**src/rtl/timer_core.sv**
```systemverilog
// Machine timer core: prescaled 64-bit mtime counter, unsigned compare against
// mtimecmp driving mtip, and the registered software interrupt bit.
module timer_core #(
   parameter int unsigned PRESC_W   = 16,
   parameter int unsigned PRESC_DIV = 10,
   parameter logic [63:0] MTIME_RST = 64'h0
) (
   input  logic        clk,
   input  logic        rst,
   input  logic        en,
   input  logic [63:0] mtimecmp,
   input  logic [31:0] msip,
   output logic [63:0] mtime,
   output logic        tick,
   output logic        mtip,
   output logic        msip_irq
);

   localparam logic [PRESC_W-1:0] PRESC_MAX = PRESC_W'(PRESC_DIV - 32'd1);

   logic [PRESC_W-1:0] presc_q, presc_d;
   logic [63:0]        mtime_q, mtime_d;
   logic               tick_q, tick_d;
   logic               mtip_q, mtip_d;
   logic               msip_irq_q, msip_irq_d;
   logic               msip_hi_unused;

   // Only bit 0 of the software interrupt register is architected.
   assign msip_hi_unused = ^msip[31:1];

   // Next-state: prescaler/mtime advance, compare and msip sampling.
   always_comb begin
      presc_d    = presc_q;
      mtime_d    = mtime_q;
      tick_d     = 1'b0;
      if (en) begin
         if (presc_q == PRESC_MAX) begin
            presc_d = '0;
            mtime_d = mtime_q + 64'd1;
            tick_d  = 1'b1;
         end else begin
            presc_d = presc_q + PRESC_W'(1);
            tick_d  = 1'b0;
         end
      end else begin
         presc_d = presc_q;
         mtime_d = mtime_q;
      end
      // Compares the currently visible mtime, so mtip trails mtime by one edge.
      mtip_d     = (mtime_q >= mtimecmp);
      msip_irq_d = msip[0];
   end

   // State and output registers.
   always_ff @(posedge clk or posedge rst) begin
      if (rst) begin
         presc_q    <= '0;
         mtime_q    <= MTIME_RST;
         tick_q     <= 1'b0;
         mtip_q     <= 1'b0;
         msip_irq_q <= 1'b0;
      end else begin
         presc_q    <= presc_d;
         mtime_q    <= mtime_d;
         tick_q     <= tick_d;
         mtip_q     <= mtip_d;
         msip_irq_q <= msip_irq_d;
      end
   end

   assign mtime    = mtime_q;
   assign tick     = tick_q;
   assign mtip     = mtip_q;
   assign msip_irq = msip_irq_q;

endmodule

```
**config.mk**
```make
export PLATFORM = sky130hd
export DESIGN_NAME = timer_core
export DESIGN_NICKNAME = d
export VERILOG_FILES = /design/src/rtl/timer_core.sv
export SDC_FILE = /design/constraint.sdc
export NUM_CORES = 1
export LEC_CHECK = 0
export ABC_AREA = 1
export CORE_ASPECT_RATIO = 0.9
export CORE_MARGIN = 5
export CORE_UTILIZATION = 53
export CTS_BUF_LIST = sky130_fd_sc_hd__clkbuf_2 sky130_fd_sc_hd__clkbuf_4 sky130_fd_sc_hd__clkbuf_8
export DETAILED_ROUTE_END_ITERATION = 8
export PLACE_DENSITY = 0.82
export SLEW_MARGIN = 15
export SYNTH_ARGS = -nofsm -noshare
export SYNTH_HDL_FRONTEND = slang
export SYNTH_SLANG_ARGS = --single-unit
```
**constraint.sdc**
```tcl
create_clock -name clk -period 3.14 [get_ports clk]
set_input_delay 0.628 -clock clk [delete_from_list [all_inputs] [get_ports clk]]
set_output_delay 0.628 -clock clk [all_outputs]
set_load 0.05 [all_outputs]
```
==> results.cfg, run 1 <==
[die]
design.core.area_um2 = 13360
die-height_um = 120.8
floorplan.rows = 40
ios = 166
floorplan.initialDensity = 0.5409
dieArea_um2 = 16080
die_width_um = 133.1

[routing]
drtAntennaViolNets = 0
drc = 0
drt-pass1-iter-count = 5
first_iter_violations = 441
routed_wl_mm = 20.71
vias = 7199
avgRoutedWirePerCell_um = 14.71
vias_per_cell = 5.113

[yosys]
yosys_register_bits = 83
synth_top_area_frac = 0.2873
post_synth_inst_count = 1100
syn_nets = 1266
asyncSetResetFlopFracSynth = 1.000
yosysWarningCount = 0
part_of_the_yosys_area_used_for_sequential_elements = 0.2873
total_standard_cell_area_after_synthesis_um2 = 7228
number_of_enable_flip_flop_cells_after_synthesis = 0
yosys-top-cells-area = sky130_fd_sc_hd__dfrtp_1, sky130_fd_sc_hd__nand2_1, sky130_fd_sc_hd__ha_1
avgSynthCellArea_um2 = 6.571
synthFlopType = sky130_fd_sc_hd__dfrtp_1
post_synth_num_cell_types = 33
yosys.area.top_type = sky130_fd_sc_hd__dfrtp_1

[critical_path]
critPathRequiredTime_ps = 2510
critical_path.startpoint_type = flip-flop
cp.arrival_ps = 1800
timing_worst_setup_path_type = flip-flop to primary output
cpPeakStageDelay_ps = 870
slowest_stage = sky130_fd_sc_hd__clkdlybuf4s50_1
critical_path.n_buffers_inverters = 1
crit_family = buffers and inverters
cp_max_fo = 9
worst_setup_path_end_kind = primary output
worstPathCellList = clkdlybuf4s50_1

[clock_network]
clock_buffer_count_from_cts = 9
clkTransAtPathRegs_ps = 80
postCtsResizedCells = 0
cts_hold_repair.buffers = 0
clock_tree_from_tritoncts = done
cts.repair_timing.setup_buffer_count = 0
clock-sinks = 83
cts-root-buf = sky130_fd_sc_hd__clkbuf_8
cts_htree_levels = 3
clockBufferDepth = 2
clock_latency_on_the_worst_skew_pair_ps = 380

[place]
dp_hpwl_mm = 17.14
numPortBuffers = 134
dpl_worst_slack_ps = 670.4
place.gp.congestion = 0.9824

[final_layout]
final_net_count = 1403
filler_cell_count = 1192
area_delta_synth_final_pct = 23.54
multi_input_logic_area_um2 = 4468
final_layout_size_suffix_gt1_frac = 0.05161
register_area_um2 = 2077
antenna_diode_count = 0

[sta]
grt_setup_unrepaired = false
final_max_slew_viol_count = 0
finalHoldWorstSlack_ps = 561.1
fin_crit_ps = 2428
finalWorstSetupSlack_ps = 711.8
timing.final.hold_violations = 0
tns_ps = 0
max_freq_mhz = 411.8
worst-slew-pin-transition_ps = 519.0
fin_worst_skew_ps = 11.73
report.final.setup_viol = 0
post-route-period-util = 0.7733
timing.slew.headroom = 0.6529

[hold_path]
worst_hold_path_type = input port to asynchronous set/reset pin

[pwr]
leakage_nw = 4.445
pwr_density_cell_nw_per_um2 = 280.3
vdd_drop_max_mv = 0.5821

[global_route]
grt_pass1_vias = 6795
grt_start_max_net_pins = 41
grt_use_total = 0.2625
antenna_violations_before_repair = 0
grt_pass1_wl_mm = 33.71
gr-total-overflow = 0

[run]
number_of_violations_of_the_max_capacitance_limit = 0

[outcome]
outcome = finished, final reports clean
## metal layers
metal  vias to the layer above  share of wire  global-route usage
li1                       3686              -                   -
met1                      3291           0.46              0.3575
met2                       196           0.45              0.4277
met3                        26          0.068             0.05574
met4                         0          0.016             0.06620
met5                         -              0                   0
## Yosys cell counts, types with 3 or more instances
master / count
sky130_fd_sc_hd__buf_6: 5
sky130_fd_sc_hd__nor4_1: 3
sky130_fd_sc_hd__xor2_1: 17
sky130_fd_sc_hd__nand3_1: 40
sky130_fd_sc_hd__nor2_4: 5
sky130_fd_sc_hd__ha_1: 67
sky130_fd_sc_hd__inv_2: 13
sky130_fd_sc_hd__clkinv_1: 5
sky130_fd_sc_hd__nor3_1: 6
sky130_fd_sc_hd__o21ai_1: 14
sky130_fd_sc_hd__clkbuf_1: 3
sky130_fd_sc_hd__and2_1: 3
sky130_fd_sc_hd__a21oi_1: 28
sky130_fd_sc_hd__nand2_2: 9
sky130_fd_sc_hd__buf_4: 7
sky130_fd_sc_hd__nand2_1: 421
sky130_fd_sc_hd__xnor2_1: 38
sky130_fd_sc_hd__nand4_1: 16
sky130_fd_sc_hd__nand3b_1: 11
sky130_fd_sc_hd__nor2_1: 137
sky130_fd_sc_hd__nor2_2: 8
sky130_fd_sc_hd__o21ai_0: 15
sky130_fd_sc_hd__inv_1: 132
sky130_fd_sc_hd__dfrtp_1: 83
## state kept, by name (all words and copies together) (netlist names)
| register | cells |
|---|---|
| mtip | 1 |
| msip_irq | 1 |
| tick | 1 |
| mtime | 64 |
| presc_q | 16 |
## where the power goes
| part | total [W] | switching (W) | internal, W |
|---|---|---|---|
| combinational | 0.000429 | 0.000236 | 0.000193 |
| sequential | 0.00123 | 0.0000839 | 0.00114 |
| clock | 0.000849 | 0.000393 | 0.000456 |
| total | 0.00250 | 0.000713 | 0.00179 |
## per-stage QoR
step                      instances  power, W  instance area [um2]    util
after floorplan                1100  0.001502                 7228       -
after global placement         1394  0.001655                 8726  0.6530
after detailed placement       1394  0.001671                 8726  0.6530
after CTS                      1408  0.002514                 8930  0.6683
after global routing           1408  0.002643                 8930  0.6683
final                          1408  0.002503                 8930  0.6683
## final timing paths
kind | start | end | slack [ps] | cells past startpoint
min in group clk | presc_q[14]$_DFFE_PP0P_ | presc_q[14]$_DFFE_PP0P_ | 600 | 2
max in group asynchronous | rst | mtime[44]$_DFFE_PP0P_ | 1930 | 3
min | rst | mtime[5]$_DFFE_PP0P_ | 560 | 2
min reg2reg | presc_q[14]$_DFFE_PP0P_ | presc_q[14]$_DFFE_PP0P_ | 600 | 2
max | mtime[49]$_DFFE_PP0P_ | mtime[49] | 710 | 1
max reg2reg | mtime[0]$_DFFE_PP0P_ | mtime[60]$_DFFE_PP0P_ | 1030 | 12
## cells in the final DEF (no fill, tap or decap), types with 3 or more instances in the layout
master / count
sky130_fd_sc_hd__nand2_1: 421
sky130_fd_sc_hd__nor2_1: 137
sky130_fd_sc_hd__clkdlybuf4s50_1: 134
sky130_fd_sc_hd__inv_1: 131
sky130_fd_sc_hd__dfrtp_1: 83
sky130_fd_sc_hd__ha_1: 67
sky130_fd_sc_hd__nand3_1: 40
sky130_fd_sc_hd__xnor2_1: 38
sky130_fd_sc_hd__a21oi_1: 28
sky130_fd_sc_hd__xor2_1: 17
sky130_fd_sc_hd__nand4_1: 16
sky130_fd_sc_hd__o21ai_0: 15
sky130_fd_sc_hd__o21ai_1: 14
sky130_fd_sc_hd__inv_2: 13
sky130_fd_sc_hd__nand3b_1: 11
sky130_fd_sc_hd__nand2_2: 9
sky130_fd_sc_hd__clkbuf_8: 9
sky130_fd_sc_hd__nor2_2: 8
sky130_fd_sc_hd__nor3_1: 6
sky130_fd_sc_hd__buf_4: 6
sky130_fd_sc_hd__nor2_4: 5
sky130_fd_sc_hd__clkinv_1: 5
sky130_fd_sc_hd__nor4_1: 3
sky130_fd_sc_hd__and2_1: 3
## final cells by class
cell class              instances  area share
clock buffers                  11     0.01555
clock inverters                 3    0.007286
flip-flops and latches         83      0.2326
repair buffers                141      0.1575
well taps                     168     0.02354
inverters                     150     0.06319
multi-input cells             852      0.5004
## cells by family after synthesis
| family | Yosys count | synth area share |
|---|---|---|
| flops | 83 | 0.2873 |
| compound gates | 63 | 0.04570 |
| simple gates | 667 | 0.3898 |
| xor+xnor | 55 | 0.06664 |
| fa+ha+maj | 67 | 0.1160 |
| buf+inv | 165 | 0.09451 |
## worst register-to-register path: stages, from the launching register on
cell	delay [ps]
sky130_fd_sc_hd__dfrtp_1	480
sky130_fd_sc_hd__ha_1	350
sky130_fd_sc_hd__inv_2	120
sky130_fd_sc_hd__nor2_8	200
sky130_fd_sc_hd__inv_2	50
sky130_fd_sc_hd__nor2_2	240
sky130_fd_sc_hd__nand2_1	200
sky130_fd_sc_hd__clkinv_1	110
sky130_fd_sc_hd__nand2_1	60
sky130_fd_sc_hd__nand2_1	60
sky130_fd_sc_hd__nand2_1	50
sky130_fd_sc_hd__nand2_1	50
sky130_fd_sc_hd__nand2_1	50
(Power assumes the default switching activity.)
==> run 2, diff against run 1 <==
- clock period: 3.14 -> 2.4 ns (I/O delays scaled with it)
==> results.cfg, run 2 (synthesis results as in run 1) <==
[global_route]
grt_pass1_vias = 6811
grt_use_total = 0.2658
grt_pass1_wl_mm = 34.06
antenna_violations_before_repair = 0
grt_start_max_net_pins = 84
gr-total-overflow = 0

[clock_network]
clockBufferDepth = 2
clock_latency_on_the_worst_skew_pair_ps = 380
postCtsResizedCells = 0
cts.repair_timing.setup_buffer_count = 0
clock_buffer_count_from_cts = 9
clock_tree_from_tritoncts = done
clkTransAtPathRegs_ps = 90
cts_hold_repair.buffers = 0
cts_htree_levels = 3
cts-root-buf = sky130_fd_sc_hd__clkbuf_8
clock-sinks = 83

[critical_path]
ff2ff_setup_slack_ps = 340
critical_path.startpoint_type = flip-flop
crit_family = buffers and inverters
critPathRequiredTime_ps = 1920
critical_path.n_buffers_inverters = 1
timing_worst_setup_path_type = flip-flop to primary output
cp_max_fo = 9
worstPathCellList = clkdlybuf4s50_1
worst_setup_path_end_kind = primary output
cp.arrival_ps = 1790
cpPeakStageDelay_ps = 870
slowest_stage = sky130_fd_sc_hd__clkdlybuf4s50_1

[place]
placed_cells_incl_taps = 1395
place.gp.congestion = 0.9857
numPortBuffers = 134
dp_hpwl_mm = 17.18

[pwr]
vdd_drop_max_mv = 0.4209
pwr_density_cell_nw_per_um2 = 359.9
leakage_nw = 4.446

[final_layout]
area_delta_synth_final_pct = 23.84
filler_cell_count = 1207
antenna_diode_count = 0
max_ffs_per_register = 64
most-common-layout-cells = sky130_fd_sc_hd__nand2_1, sky130_fd_sc_hd__nor2_1, sky130_fd_sc_hd__clkdlybuf4s50_1
final_net_count = 1404
layoutNonFillerInstCount = 1411
final_layout_size_suffix_gt1_frac = 0.05390
layout.cells.most_common = sky130_fd_sc_hd__nand2_1

[sta]
grt_setup_unrepaired = false
post-route-period-util = 0.9443
max_freq_mhz = 441.2
tns_ps = 0
worst-slew-pin-transition_ps = 518.4
report.final.setup_viol = 0
timing.slew.headroom = 0.6533
timing.final.hold_violations = 0
final_max_slew_viol_count = 0
fin_worst_skew_ps = 12.49
fin_crit_ps = 2266

[routing]
vias_per_cell = 5.125
vias = 7232
drtAntennaViolNets = 0
routed_wl_mm = 20.96
drc = 0
drt-pass1-iter-count = 5
avgRoutedWirePerCell_um = 14.86
first_iter_violations = 501

[die]
floorplan.rows = 40
dieArea_um2 = 16080
floorplan.initialDensity = 0.5409
design.core.area_um2 = 13360
die_width_um = 133.1
ios = 166
die-height_um = 120.8

[run]
number_of_violations_of_the_max_capacitance_limit = 0

[hold_path]
worst_hold_path_type = input port to flip-flop

[outcome]
outcome = finished, final reports clean
-- run 2: path summary, 6_finish.rpt --
path,from,to,depth (start not counted)
max,mtime[49]$_DFFE_PP0P_,mtime[49],1
min,msip[0],msip_irq$_DFF_PP0_,1
max reg2reg,mtime[0]$_DFFE_PP0P_,mtime[60]$_DFFE_PP0P_,12
min reg2reg,mtime[1]$_DFFE_PP0P_,mtime[1]$_DFFE_PP0P_,2
max in group asynchronous,rst,mtime[41]$_DFFE_PP0P_,3
min in group asynchronous,rst,msip_irq$_DFF_PP0_,3
-- run 2: routing by layer --
| layer | part of all wire | GRT usage | vias up | routed length [um] |
|---|---|---|---|---|
| met1 | 0.46 | 0.3624 | 3302 | 9613 |
| met2 | 0.45 | 0.4220 | 220 | 9402 |
| met4 | 0.019 | 0.07519 | 0 | 391 |
| li1 | - | - | 3688 | - |
| met3 | 0.074 | 0.06531 | 22 | 1554 |
| met5 | 0 | 0 | - | 0 |
-- run 2: cell type report --
| class | count | area (um2) | area share |
|---|---|---|---|
| Clock buffer | 10 | 137.6 | 0.01538 |
| Clock inverter | 6 | 65.06 | 0.007269 |
| Inverter | 150 | 566.8 | 0.06332 |
| Multi-Input combinational cell | 852 | 4468 | 0.4992 |
| Sequential cell | 83 | 2077 | 0.2320 |
| Tap cell | 168 | 210.2 | 0.02348 |
| Timing Repair Buffer | 142 | 1426 | 0.1594 |
-- run 2: power breakdown --
part / leakage, nW / switching (W) / total [W] / internal, W
clock network: 0.102 / 0.000544 / 0.00105 / 0.000509
logic: 3.26 / 0.000313 / 0.000565 / 0.000253
registers: 1.09 / 0.000110 / 0.00160 / 0.00149
total: 4.45 / 0.000967 / 0.00322 / 0.00225
-- run 2: metrics by stage --
| stage | cell area (um2) | total power (W) | worst slack (ps) | util | hold WS, ps |
|---|---|---|---|---|---|
| 2_1_floorplan | 7232 | 0.001965 | 469.2 | - | 511.4 |
| 3_3_place_gp | 8748 | 0.002165 | 172.9 | 0.6547 | 569.5 |
| 3_5_place_dp | 8748 | 0.002193 | 146.9 | 0.6547 | 587.1 |
| 4_1_cts | 8951 | 0.003246 | 114.4 | 0.6699 | 510.1 |
| 5_1_grt | 8951 | 0.003403 | 45.80 | 0.6699 | 524.7 |
| 6_report | 8951 | 0.003221 | 133.6 | 0.6699 | 527.4 |
==> run 3, diff against run 2 <==
- CAP_MARGIN: unset -> 15
==> results of run 3 <==
The final DEF is identical to that of run 2; final timing and power are the same.
